<file path="config.mk">
export PLATFORM = sky130hd
export DESIGN_NAME = wqi_defuzzifier
export DESIGN_NICKNAME = d
export VERILOG_FILES = /design/src/rtl/wqi_fuzzy_pkg.sv /design/src/rtl/wqi_seq_divider.sv /design/src/rtl/wqi_defuzzifier.sv
export SDC_FILE = /design/constraint.sdc
export NUM_CORES = 1
export LEC_CHECK = 0
export BUFFER_PORTS_ARGS = -buffer_cell sky130_fd_sc_hd__clkbuf_2
export CAP_MARGIN = 10
export CORE_MARGIN = 2
export CORE_UTILIZATION = 60
export DETAILED_ROUTE_END_ITERATION = 16
export PLACE_DENSITY = 0.84
export SLEW_MARGIN = 15
export SYNTH_ARGS = -nofsm -noshare
export SYNTH_HDL_FRONTEND = slang
export SYNTH_HIERARCHICAL = 1
export SYNTH_SLANG_ARGS = --single-unit
</file>
<file path="constraint.sdc">
create_clock -name CLK -period 8.2 [get_ports CLK]
set_input_delay 1.64 -clock CLK [delete_from_list [all_inputs] [get_ports CLK]]
set_output_delay 1.64 -clock CLK [all_outputs]
set_load 0.05 [all_outputs]
</file>
<file path="src/rtl/wqi_fuzzy_pkg.sv">
// Shared definitions for the Water Quality Index defuzzifier.
//   SET_ID_1..SET_ID_7 : legal output fuzzy set IDs
//   WQI_MAX            : largest crisp index the block can produce
//   state_t            : top-level FSM states
//   centroid()         : set ID -> crisp centroid on the 0..100 scale
//   id_legal()         : true for IDs 1..7
package wqi_fuzzy_pkg;

   localparam logic [7:0] SET_ID_1 = 8'd1;
   localparam logic [7:0] SET_ID_2 = 8'd2;
   localparam logic [7:0] SET_ID_3 = 8'd3;
   localparam logic [7:0] SET_ID_4 = 8'd4;
   localparam logic [7:0] SET_ID_5 = 8'd5;
   localparam logic [7:0] SET_ID_6 = 8'd6;
   localparam logic [7:0] SET_ID_7 = 8'd7;

   localparam int WQI_MAX = 100;

   typedef enum logic [1:0] {
      S_ACCUM = 2'd0,
      S_ROUND = 2'd1,
      S_DIV   = 2'd2,
      S_OUT   = 2'd3
   } state_t;

   function automatic logic [6:0] centroid(input logic [7:0] id);
      logic [6:0] c;
      case (id)
         SET_ID_1: c = 7'd0;
         SET_ID_2: c = 7'd17;
         SET_ID_3: c = 7'd33;
         SET_ID_4: c = 7'd50;
         SET_ID_5: c = 7'd67;
         SET_ID_6: c = 7'd83;
         SET_ID_7: c = 7'd100;
         default:  c = 7'd0;
      endcase
      return c;
   endfunction

   function automatic logic id_legal(input logic [7:0] id);
      return (id >= SET_ID_1) && (id <= SET_ID_7);
   endfunction

endpackage

</file>
<file path="src/rtl/wqi_seq_divider.sv">
// Sequential restoring divider producing a 7-bit quotient, one bit per cycle.
// The caller guarantees the quotient fits in 7 bits.
//   clk_i, rst_i : clock, synchronous active-high reset
//   start_i      : load dividend/divisor and begin (ignored unless idle)
//   rem_i        : dividend (already rounding-biased by the caller)
//   den_i        : divisor, must be non-zero
//   busy_o       : iterations in progress
//   done_o       : high during the final iteration cycle
//   quot_o       : quotient, held until the next start
module wqi_seq_divider #(
   parameter int NUM_W = 24,
   parameter int DEN_W = 17
) (
   input  logic             clk_i,
   input  logic             rst_i,
   input  logic             start_i,
   input  logic [NUM_W:0]   rem_i,
   input  logic [DEN_W-1:0] den_i,
   output logic             busy_o,
   output logic             done_o,
   output logic [6:0]       quot_o
);

   // Wide enough for both the dividend and the divisor shifted left by 6.
   localparam int CW = ((NUM_W + 1) > (DEN_W + 7)) ? (NUM_W + 1) : (DEN_W + 7);

   logic          busy_q, busy_d;
   logic [2:0]    cnt_q, cnt_d;
   logic [CW-1:0] rem_q, rem_d;
   logic [CW-1:0] den_q, den_d;
   logic [6:0]    quot_q, quot_d;
   logic [CW-1:0] trial;

   always_comb begin
      trial  = den_q << cnt_q;
      busy_d = busy_q;
      cnt_d  = cnt_q;
      rem_d  = rem_q;
      den_d  = den_q;
      quot_d = quot_q;
      if (start_i && !busy_q) begin
         rem_d  = CW'(rem_i);
         den_d  = CW'(den_i);
         cnt_d  = 3'd6;
         busy_d = 1'b1;
         quot_d = 7'd0;
      end else if (busy_q) begin
         if (rem_q >= trial) begin
            rem_d         = rem_q - trial;
            quot_d[cnt_q] = 1'b1;
         end
         if (cnt_q == 3'd0) begin
            busy_d = 1'b0;
         end else begin
            cnt_d = cnt_q - 3'd1;
         end
      end
   end

   always_ff @(posedge clk_i) begin
      if (rst_i) begin
         busy_q <= 1'b0;
         cnt_q  <= 3'd0;
      end else begin
         busy_q <= busy_d;
         cnt_q  <= cnt_d;
      end
   end

   // Datapath registers carry no reset; they are only read after a start.
   always_ff @(posedge clk_i) begin
      rem_q  <= rem_d;
      den_q  <= den_d;
      quot_q <= quot_d;
   end

   assign busy_o = busy_q;
   assign done_o = busy_q && (cnt_q == 3'd0);
   assign quot_o = quot_q;

endmodule

</file>
<file path="src/rtl/wqi_defuzzifier.sv">
// Centroid defuzzifier: accumulates one frame of (set ID, firing strength)
// terms and divides sum(mu*centroid) by sum(mu) into a crisp WQI 0..100.
// Optional feature macro: WQI_DOMINANT_SET_EN adds DOMINANT_SET_ID.
//   CLK, RST             : clock, synchronous active-high reset
//   IN_VALID/IN_READY    : term handshake (ready only while accumulating)
//   OUTPUT_FUZZY_SET_ID  : set ID of the term, 1..7 legal
//   MEMBERSHIP           : firing strength of the term
//   IN_LAST              : final term of the frame
//   OUT_VALID/OUT_READY  : result handshake
//   WQI                  : crisp index
//   ZERO_FLAG            : frame had zero total strength, WQI forced to 0
//   ERR_FLAG             : frame contained an illegal ID
//   OVF_FLAG             : an accumulator would have overflowed
//   DOMINANT_SET_ID      : strongest legal accepted set (WQI_DOMINANT_SET_EN)
module wqi_defuzzifier
   import wqi_fuzzy_pkg::*;
#(
   parameter int MU_W  = 8,
   parameter int NUM_W = 24,
   parameter int DEN_W = 17
) (
   input  logic            CLK,
   input  logic            RST,
   input  logic            IN_VALID,
   output logic            IN_READY,
   input  logic [7:0]      OUTPUT_FUZZY_SET_ID,
   input  logic [MU_W-1:0] MEMBERSHIP,
   input  logic            IN_LAST,
   output logic            OUT_VALID,
   input  logic            OUT_READY,
   output logic [6:0]      WQI,
   output logic            ZERO_FLAG,
   output logic            ERR_FLAG,
   output logic            OVF_FLAG
`ifdef WQI_DOMINANT_SET_EN
   ,
   output logic [7:0]      DOMINANT_SET_ID
`endif
);

   state_t            state_q, state_d;
   logic [NUM_W-1:0]  num_q, num_d;
   logic [DEN_W-1:0]  den_q, den_d;
   logic              err_q, err_d;
   logic              ovf_q, ovf_d;
   logic              zero_q, zero_d;

   logic              take;
   logic              legal;
   logic [MU_W+6:0]   term_prod;
   logic [NUM_W:0]    num_sum;
   logic [DEN_W:0]    den_sum;
   logic [NUM_W:0]    rem_round;

   logic              div_start;
   logic              div_busy;
   logic              div_done;
   logic [6:0]        div_quot;

`ifdef WQI_DOMINANT_SET_EN
   logic [7:0]        dom_id_q, dom_id_d;
   logic [MU_W-1:0]   dom_mu_q, dom_mu_d;
   logic              dom_vld_q, dom_vld_d;
`endif

   assign take      = IN_VALID && IN_READY;
   assign legal     = id_legal(OUTPUT_FUZZY_SET_ID);
   assign term_prod = (MU_W+7)'(MEMBERSHIP) * (MU_W+7)'(centroid(OUTPUT_FUZZY_SET_ID));
   // One extra bit on each sum exposes the carry used as the overflow test.
   assign num_sum   = (NUM_W+1)'(num_q) + (NUM_W+1)'(term_prod);
   assign den_sum   = (DEN_W+1)'(den_q) + (DEN_W+1)'(MEMBERSHIP);
   // Adding half the divisor turns the truncating divide into round-half-up.
   assign rem_round = (NUM_W+1)'(num_q) + (NUM_W+1)'(den_q >> 1);

   // State register
   always_ff @(posedge CLK) begin
      if (RST) begin
         state_q <= S_ACCUM;
      end else begin
         state_q <= state_d;
      end
   end

   // Next-state logic
   always_comb begin
      state_d = state_q;
      case (state_q)
         S_ACCUM: if (take && IN_LAST) state_d = S_ROUND;
         S_ROUND: state_d = (den_q == '0) ? S_OUT : S_DIV;
         S_DIV:   if (div_done) state_d = S_OUT;
         S_OUT:   if (OUT_READY) state_d = S_ACCUM;
         default: state_d = S_ACCUM;
      endcase
   end

   // Outputs
   always_comb begin
      IN_READY  = (state_q == S_ACCUM) && !RST;
      OUT_VALID = (state_q == S_OUT);
      div_start = (state_q == S_ROUND) && (den_q != '0) && !div_busy;
      WQI       = ((state_q == S_OUT) && !zero_q) ? div_quot : 7'd0;
      ZERO_FLAG = zero_q;
      ERR_FLAG  = err_q;
      OVF_FLAG  = ovf_q;
`ifdef WQI_DOMINANT_SET_EN
      DOMINANT_SET_ID = dom_id_q;
`endif
   end

   // Accumulator and flag next-state
   always_comb begin
      num_d  = num_q;
      den_d  = den_q;
      err_d  = err_q;
      ovf_d  = ovf_q;
      zero_d = zero_q;
`ifdef WQI_DOMINANT_SET_EN
      dom_id_d  = dom_id_q;
      dom_mu_d  = dom_mu_q;
      dom_vld_d = dom_vld_q;
`endif
      case (state_q)
         S_ACCUM: begin
            if (take) begin
               if (!legal) begin
                  err_d = 1'b1;
               end else if (!ovf_q) begin
                  // Once a sum would overflow, the rest of the frame is dropped.
                  if (num_sum[NUM_W] || den_sum[DEN_W]) begin
                     ovf_d = 1'b1;
                  end else begin
                     num_d = num_sum[NUM_W-1:0];
                     den_d = den_sum[DEN_W-1:0];
`ifdef WQI_DOMINANT_SET_EN
                     if (!dom_vld_q || (MEMBERSHIP > dom_mu_q) ||
                         ((MEMBERSHIP == dom_mu_q) && (OUTPUT_FUZZY_SET_ID < dom_id_q))) begin
                        dom_id_d  = OUTPUT_FUZZY_SET_ID;
                        dom_mu_d  = MEMBERSHIP;
                        dom_vld_d = 1'b1;
                     end
`endif
                  end
               end
            end
         end
         S_ROUND: begin
            if (den_q == '0) zero_d = 1'b1;
         end
         S_OUT: begin
            if (OUT_READY) begin
               num_d  = '0;
               den_d  = '0;
               err_d  = 1'b0;
               ovf_d  = 1'b0;
               zero_d = 1'b0;
`ifdef WQI_DOMINANT_SET_EN
               dom_id_d  = 8'd0;
               dom_mu_d  = '0;
               dom_vld_d = 1'b0;
`endif
            end
         end
         default: ;
      endcase
   end

   always_ff @(posedge CLK) begin
      if (RST) begin
         num_q  <= '0;
         den_q  <= '0;
         err_q  <= 1'b0;
         ovf_q  <= 1'b0;
         zero_q <= 1'b0;
`ifdef WQI_DOMINANT_SET_EN
         dom_id_q  <= 8'd0;
         dom_mu_q  <= '0;
         dom_vld_q <= 1'b0;
`endif
      end else begin
         num_q  <= num_d;
         den_q  <= den_d;
         err_q  <= err_d;
         ovf_q  <= ovf_d;
         zero_q <= zero_d;
`ifdef WQI_DOMINANT_SET_EN
         dom_id_q  <= dom_id_d;
         dom_mu_q  <= dom_mu_d;
         dom_vld_q <= dom_vld_d;
`endif
      end
   end

   wqi_seq_divider #(
      .NUM_W (NUM_W),
      .DEN_W (DEN_W)
   ) u_div (
      .clk_i   (CLK),
      .rst_i   (RST),
      .start_i (div_start),
      .rem_i   (rem_round),
      .den_i   (den_q),
      .busy_o  (div_busy),
      .done_o  (div_done),
      .quot_o  (div_quot)
   );

endmodule

</file>
# Word level (Yosys, flattened, before mapping)
# Index checks and enable logic that the tools add are counted.
dict set report op_classes {
  n_addsub 5
  mul 1
  n_lt_le_gt_ge 5
  eq_ne 19
  shifts 1
  muxes 41
  bitwise_logic 2
  n_reduce_logical 32
}
# op count
set ops {}
lappend ops {{$mux W24} 5}
lappend ops {{$mux W17} 5}
lappend ops {{$mux W25} 3}
lappend ops {{$pmux W24 S2} 1}
lappend ops {{$pmux W7 S6} 1}
lappend ops {{$pmux W17 S2} 1}
lappend ops {{$eq A8 B3 Y1 const B} 4}
lappend ops {{$add A24 B15 Y25} 1}
lappend ops {{$add A24 B16 Y25} 1}
lappend ops {{$ge A25 B25 Y1} 1}
lappend ops {{$shl A17 B3 Y25} 1}
lappend ops {{$sub A25 B25 Y25} 1}
lappend ops {{$add A17 B8 Y18} 1}
lappend ops {{$logic_not A17 Y1} 1}
lappend ops {{$reduce_bool A17 Y1} 1}
lappend ops {{$eq A8 B2 Y1 const B} 2}
lappend ops {{$ne A2 B2 Y1 const B} 8}
lappend ops {{$mul A8 B7 Y15} 1}
lappend ops {{$mux W1} 13}
lappend ops {{$logic_and A1 B1 Y1} 10}
lappend ops {{$mux W3} 3}
lappend ops {{$ge A8 B1 Y1 const B} 1}
lappend ops {{$le A8 B3 Y1 const B} 1}
lappend ops {{$pmux W2 S4} 1}
lappend ops {{other kinds (22)} 38}
dict set report totals {
  reg_bits 99
  input_bits 21
  output_inout_bits 12
  wordCells 118
}

# Longest topological paths before layout
# Gate-level depths: netlist of run 1.
dict set report logic_depth {
  depth_word 10
  mapped_depth 25
  mapped_depth_nobuf 21
}

# Modules after synthesis
# Netlist of run 1, hierarchy kept.
# module instances cells_per_inst area_each_um2 seq_area_each_um2
set modules_own_cells {}
lappend modules_own_cells {wqi_defuzzifier 1 717 5629.1 920.9}
lappend modules_own_cells {wqi_seq_divider 1 436 4135.2 1481.4}

# Least setup slack after synthesis of run 1
# OpenSTA, ideal clock, no wires.
dict set report synth_timing {
  path_type {in2reg}
  startpoint {input port OUTPUT_FUZZY_SET_ID[3]}
  endpoint {register, netlist name den_q[11]}
  setup_ns 0.117
  t_arrival_ns 7.125
  required_time_ns 8.083
  slack_ns 0.958
  stages 22
  n_path_buf 3
  path_cell_list {nor3_1 -> nand2_1 -> nor3_1 -> and2_1 -> fa_1 -> fa_1 -> inv_1 -> fa_1 -> fa_1 -> inv_1 -> ha_1 -> a211oi_1 -> nor2_1 -> o22ai_2 -> a31oi_2 -> or4_4 -> buf_6 -> and2_4 -> buf_6 -> o21ai_2 -> buf_2 -> nor2_1}
}
# item line_no
set synth_rtl {}
lappend synth_rtl {{start, declared} wqi_defuzzifier.sv:26} ;# input logic [7:0] OUTPUT_FUZZY_SET_ID,

==> flow_metrics.env, run 1 <==
export IMPL_post_route_util=0.6533
export IMPL_crit_chain="clkbuf_2 -> nor3_1 -> nand2_1 -> nor3_1 -> and2_1 -> fa_1 -> fa_1 -> inv_1 -> fa_1 -> fa_1 -> inv_1 -> ha_1 -> a211oi_1 -> nor2_1 -> o22ai_2 -> a31oi_2 -> or4_4 -> and2_4 -> o21ai_2 -> buf_4 -> a211oi_1"
export IMPL_dp_slack_ns=0.2985
export IMPL_drv_slew=0
export IMPL_ant_nets=0
export IMPL_fin_skew_ns=0.01297
export IMPL_finalPower_mw=1.364
export IMPL_grt_pass1_wl_um=38030
export IMPL_synth_top_area_cell="ha_1"
export IMPL_synth_cell_types=82
export IMPL_synthFlopType="dfxtp_1"
export IMPL_cts_root_buf="clkbuf_16"
export IMPL_drv_cap=0
export IMPL_port_buffers=32
export IMPL_cts_repair_resized=0
export IMPL_core_sq_um=15890
export IMPL_crit_path_end="den_q[2]$_SDFFE_PP0P_"
export IMPL_drt_total_wl_um=22880
export IMPL_setup_ws_ns=0.6078
export IMPL_ys_seq_elements=99
export IMPL_post_place_cells=1371
export IMPL_track_usage=0.2667
export IMPL_vdd_ir_drop_max_uv=111.7
export IMPL_num_antenna_cells=0
export IMPL_hpwl_um=17660
export IMPL_cts_buffer_depth=2
export IMPL_fp_dieH_um=131.6
export IMPL_slowest_stage="or4_4"
export IMPL_first_iter_violations=767
export IMPL_netlist_top_cells_area="ha_1 13%, edfxtp_1 13%, dfxtp_1 12%"
export IMPL_cp_startpoint="OUTPUT_FUZZY_SET_ID[3]"
export IMPL_routed_via_count=8415
export IMPL_routed_via_density=6.067
export IMPL_yosys_top_cells_count="137 x nand2_1, 108 x inv_1, 101 x ha_1, 89 x a21oi_1, 75 x nor2_1"
export IMPL_status="completed"
export IMPL_start_util=0.6147
export IMPL_clock_sink_count=99
export IMPL_stdcell_count=1387
export IMPL_crit_cells=21
export IMPL_async_reset_ff_frac=0
export IMPL_die_area_sq_um=17310
export IMPL_yosysMostFrequentCell="nand2_1"
export IMPL_avgSynthCellArea_sq_um=8.469
export IMPL_post_cts_buffers=0
export IMPL_rows=46
export IMPL_clkSlewWorstSetupHoldPaths_ns=0.07
export IMPL_maxSlewHeadroom=0.5634
export IMPL_multi_input_area_sq_um=6768
export IMPL_finalCriticalPeriod_ns=7.592
export IMPL_slowest_delay_ns=0.60
export IMPL_synth_fp_nets=1312
export IMPL_io_pins=33
export IMPL_yosys_warnings=6
export IMPL_grt_pass1_vias=8112
export IMPL_synth_edff_count=42
export IMPL_h_tree_depth=3
export IMPL_ff2ff_path_depth=15
export IMPL_cts_hold_buffers=0
export IMPL_nets=1325
export IMPL_die_x_um=131.6
export IMPL_cts_tree="done"
export IMPL_drive_gt1_frac=0.08027
export IMPL_end_kind="flop"
export IMPL_final_fill_count=1340
export IMPL_cp_data_arrival_time_ns=7.80
export IMPL_path_delay_family="adder cells"
export IMPL_antenna_found_initial=0
export IMPL_yosysTopAreaCellShare=0.1294
export IMPL_ff2ff_setup_slack_ns=3.28
export IMPL_final_setup_tns_ns=0
export IMPL_power_leakage_nw=4.494
export IMPL_clock_latency_ns=0.35
export IMPL_timing_rr_start="num_q[5]$_SDFFE_PP0P_"
export IMPL_cts_buffers=9
export IMPL_syn_cell_area_sq_um=9764
export IMPL_grt_max_degree=51
export IMPL_wire_per_inst_um=16.49
export IMPL_period_share=0.9259
export IMPL_syn_to_final_growth_pct=6.279
export IMPL_finalHoldViolations=0
export IMPL_required_ns=8.41
export IMPL_drcViolationCount=0
export IMPL_yosysSeqAreaShare=0.2460
export IMPL_place_gp_congestion=0.9019
export IMPL_crit_fanout=46
export IMPL_seqCellArea_sq_um=2402
export IMPL_finalSetupViolCount=0
export IMPL_worstMarginPinSlew_ns=0.6500
export IMPL_power_density_nw_per_um2=131.4
export IMPL_grt_setup_unrepaired="false"
export IMPL_first_pass_iters=5
export IMPL_grt_overflow_total=0
export IMPL_crit_type="in2reg"
export IMPL_cp_start_kind="input pin"
export IMPL_fmax_mhz=131.7
export IMPL_hold_path_class="reg2reg"
export IMPL_synthCells=1153
export IMPL_rr_endpoint="den_q[2]$_SDFFE_PP0P_"
export IMPL_path_buf_inv=4
export IMPL_critical_path_most_common_cell="fa_1"
-- cells in the final DEF (no fill, tap or decap), types with 6 or more instances in the layout --
master	instances
nand3_1	28
a211oi_1	17
edfxtp_1	42
o21ai_0	48
and3_1	11
o211ai_1	8
nor3_1	27
o21bai_1	10
clkbuf_16	10
o31ai_1	17
xor2_1	20
xnor2_1	38
nor2_1	75
nand2_1	137
ha_1	101
mux4_2	8
dfxtp_1	57
nand4_1	10
or3_1	12
nand2b_1	16
a21o_1	15
inv_1	109
buf_4	8
mux2i_1	22
and2_1	41
nor4_1	6
o21a_1	10
clkbuf_2	32
fa_1	37
a21oi_1	89
nor2b_1	8
-- where the power goes --
part / switching (mW) / internal [mW]
combinational: 0.229 / 0.131
clock: 0.188 / 0.252
sequential: 0.0145 / 0.548
total: 0.432 / 0.932
-- layer usage --
| metal | global-route usage | up-vias | share of wire |
|---|---|---|---|
| li1 | - | 4128 | - |
| met1 | 0.3335 | 4035 | 0.44 |
| met2 | 0.4712 | 199 | 0.49 |
| met3 | 0.02855 | 53 | 0.034 |
| met4 | 0.1057 | 0 | 0.032 |
| met5 | 0 | - | 0 |
-- layout make-up --
type / instances / area share
multi-input cells: 906 / 0.6522
flip-flops and latches: 99 / 0.2315
inverters: 110 / 0.03979
well taps: 216 / 0.02604
clock buffers: 10 / 0.02411
repair buffers: 40 / 0.02122
clock inverters: 6 / 0.005184
-- per-stage QoR --
stage	hold slack [ns]	instance area, sq um
after floorplan	0.4126	9764
after global placement	0.4338	10070
after detailed placement	0.4368	10070
after CTS	0.4522	10380
after global routing	0.4594	10380
final	0.4608	10380
-- logic make-up after synthesis --
| logic type | share of synthesized area |
|---|---|
| flops | 0.2460 |
| buf+inv | 0.06125 |
| compound gates | 0.1908 |
| simple gates | 0.1967 |
| xor+xnor | 0.05202 |
| fa+ha+maj | 0.2053 |
| mux | 0.04792 |
-- flip-flops by register name (all words and copies together), names as in the netlist --
register,count
ZERO_FLAG,1
state_q,2
num_q,24
u_div/rem_q,25
u_div/busy_o,1
u_div/cnt_q,3
den_q,17
u_div/quot_o,7
OVF_FLAG,1
u_div/den_q,17
ERR_FLAG,1
-- how the worst min path moves through the flow --
| stage | start | endpoint | slack, ns | cells after the start |
|---|---|---|---|---|
| final | u_div/quot_o[2]$_SDFFE_PP0P_ | u_div/quot_o[2]$_SDFFE_PP0P_ | 0.46 | 2 |
| after global routing | u_div/quot_o[0]$_SDFFE_PP0P_ | u_div/quot_o[0]$_SDFFE_PP0P_ | 0.46 | 2 |
| after CTS | u_div/quot_o[0]$_SDFFE_PP0P_ | u_div/quot_o[0]$_SDFFE_PP0P_ | 0.45 | 2 |
| after detailed placement | u_div/quot_o[0]$_SDFFE_PP0P_ | u_div/quot_o[0]$_SDFFE_PP0P_ | 0.44 | 2 |
| after global placement | u_div/quot_o[3]$_SDFFE_PP0P_ | u_div/quot_o[3]$_SDFFE_PP0P_ | 0.43 | 2 |
| after floorplan | u_div/quot_o[0]$_SDFFE_PP0P_ | u_div/quot_o[0]$_SDFFE_PP0P_ | 0.41 | 2 |
-- worst register-to-register path, cell delays in order, from the launching register on --
cell	delay [ns]
dfxtp_1	0.41
inv_1	0.10
fa_1	0.57
fa_1	0.44
fa_1	0.54
inv_1	0.04
ha_1	0.35
o21ai_0	0.26
o21ai_1	0.17
nand3_1	0.19
a31oi_2	0.16
or4_4	0.60
and2_4	0.31
o21ai_2	0.16
buf_4	0.37
a211oi_1	0.12
(Power assumes the default switching activity.)
==> inputs of run 2 (changes only) <==
--- a/config.mk
+++ b/config.mk
@@ -10,6 +10,7 @@
 export CORE_MARGIN = 2
 export CORE_UTILIZATION = 60
 export DETAILED_ROUTE_END_ITERATION = 16
+export GPL_TIMING_DRIVEN = 0
 export PLACE_DENSITY = 0.84
 export SLEW_MARGIN = 15
 export SYNTH_ARGS = -nofsm -noshare
==> flow_metrics.env, run 2 (synthesized netlist as in run 1, its figures left out) <==
export IMPL_period_share=0.9426
export IMPL_multi_input_area_sq_um=6780
export IMPL_grt_max_degree=27
export IMPL_cts_root_buf="clkbuf_16"
export IMPL_fin_skew_ns=0.01060
export IMPL_drv_cap=0
export IMPL_final_fill_count=1350
export IMPL_power_leakage_nw=4.572
export IMPL_finalSetupViolCount=0
export IMPL_nets=1356
export IMPL_status="completed"
export IMPL_cp_data_arrival_time_ns=7.98
export IMPL_core_sq_um=15890
export IMPL_drt_total_wl_um=24180
export IMPL_finalPower_mw=1.396
export IMPL_cp_start_kind="input pin"
export IMPL_use_met1=0.3455
export IMPL_final_cell_mix="137 x nand2_1, 108 x inv_1, 101 x ha_1"
export IMPL_routed_via_count=8605
export IMPL_end_kind="flop"
export IMPL_first_iter_violations=646
export IMPL_largest_reg_flops=25
export IMPL_worstMarginPinSlew_ns=0.6541
export IMPL_drcViolationCount=0
export IMPL_grt_pass1_wl_um=39780
export IMPL_routed_via_density=6.068
export IMPL_start_util=0.6147
export IMPL_seqCellArea_sq_um=2402
export IMPL_grt_setup_unrepaired="false"
export IMPL_hold_path_class="reg2reg"
export IMPL_die_area_sq_um=17310
export IMPL_clock_latency_ns=0.36
export IMPL_crit_type="in2reg"
export IMPL_syn_to_final_growth_pct=8.111
export IMPL_drive_gt1_frac=0.08819
export IMPL_vdd_ir_drop_max_uv=129.7
export IMPL_finalCriticalPeriod_ns=7.730
export IMPL_cts_buffers=9
export IMPL_cts_repair_resized=0
export IMPL_final_setup_tns_ns=0
export IMPL_ff2ff_setup_slack_ns=3.06
export IMPL_rows=46
export IMPL_clock_sink_count=99
export IMPL_fmax_mhz=129.4
export IMPL_maxSlewHeadroom=0.5639
export IMPL_finalHoldViolations=0
export IMPL_power_density_nw_per_um2=132.2
export IMPL_antenna_found_initial=0
export IMPL_die_x_um=131.6
export IMPL_top_register="u_div/rem_q"
export IMPL_h_tree_depth=3
export IMPL_ant_nets=0
export IMPL_port_buffers=32
export IMPL_final_common_cell="nand2_1"
export IMPL_drv_slew=0
export IMPL_place_gp_congestion=0.9885
export IMPL_io_pins=33
export IMPL_first_pass_iters=5
export IMPL_grt_use_met2=0.5160
export IMPL_post_cts_buffers=0
export IMPL_fp_dieH_um=131.6
export IMPL_crit_fanout=10
export IMPL_clkSlewWorstSetupHoldPaths_ns=0.08
export IMPL_grt_busiest_layer="met2"
export IMPL_reg_largest_list="u_div/rem_q (25), num_q (24)"
export IMPL_cts_tree="done"
export IMPL_cts_hold_buffers=0
export IMPL_track_usage=0.2831
export IMPL_cts_buffer_depth=2
export IMPL_hpwl_um=19240
export IMPL_grt_util_met3=0.03588
export IMPL_num_antenna_cells=0
export IMPL_grt_pass1_vias=8216
export IMPL_grt_overflow_total=0
export IMPL_required_ns=8.45
export IMPL_wire_per_inst_um=17.05
## run 2: cell count changes in the layout (fill, tap and decap cells not counted), sizes merged
cell / delta
clkbuf: +23
clkinv: -2
inv: +2
buf: +8
## run 2: critical path, stage by stage
cell and delay [ns]:
clkbuf_2 0.08, nor3_1 0.23, nand2_1 0.24, a21oi_1 0.52, and2_1 0.23, fa_1 0.45, fa_1 0.54, inv_1 0.05
fa_1 0.50, fa_1 0.54, inv_1 0.04, ha_1 0.36, a211oi_1 0.29, nor2_1 0.11, o22ai_2 0.18, a31oi_2 0.18
or4_4 0.54, buf_6 0.15, and2_4 0.13, buf_6 0.13, o21ai_2 0.43, buf_2 0.33, a21oi_1 0.09
## run 2: worst paths after layout
kind / start / end / depth (start not counted)
worst max register to register: num_q[5]$_SDFFE_PP0P_ / num_q[17]$_SDFFE_PP0P_ / 17
worst min register to register: u_div/quot_o[4]$_SDFFE_PP0P_ / u_div/quot_o[4]$_SDFFE_PP0P_ / 2
worst min-delay path: u_div/quot_o[4]$_SDFFE_PP0P_ / u_div/quot_o[4]$_SDFFE_PP0P_ / 2
worst max-delay path: OUTPUT_FUZZY_SET_ID[3] / num_q[17]$_SDFFE_PP0P_ / 23
## run 2: metrics by stage
step / util / worst slack, ns / cell area (sq um) / hold slack [ns] / std cells
2_1_floorplan: - / 0.9578 / 9764 / 0.4126 / 1153
3_3_place_gp: 0.6418 / -0.01131 / 10190 / 0.4372 / 1401
3_5_place_dp: 0.6442 / -0.06521 / 10230 / 0.4400 / 1402
4_1_cts: 0.6642 / 0.2950 / 10550 / 0.4569 / 1418
5_1_grt: 0.6645 / 0.1250 / 10560 / 0.4647 / 1418
6_report: 0.6645 / 0.4703 / 10560 / 0.4535 / 1418
## run 2: cell type report
class	instances	area share
Timing Repair Buffer	33	0.01778
Tap cell	216	0.02560
Sequential cell	99	0.2276
Clock inverter	6	0.006400
Buffer	38	0.01754
Clock buffer	10	0.02371
Multi-Input combinational cell	906	0.6423
Inverter	110	0.03911
## run 2: power breakdown
part	leakage, nW	internal (mW)	switching, mW
logic	3.58	0.135	0.232
registers	0.828	0.548	0.0163
clock network	0.159	0.258	0.207
## run 2: per-layer routing
| layer | vias to the layer above | routed length, um |
|---|---|---|
| li1 | 4187 | - |
| met1 | 4116 | 10340 |
| met2 | 263 | 12350 |
| met3 | 39 | 971 |
| met4 | 0 | 515 |
| met5 | - | 0 |
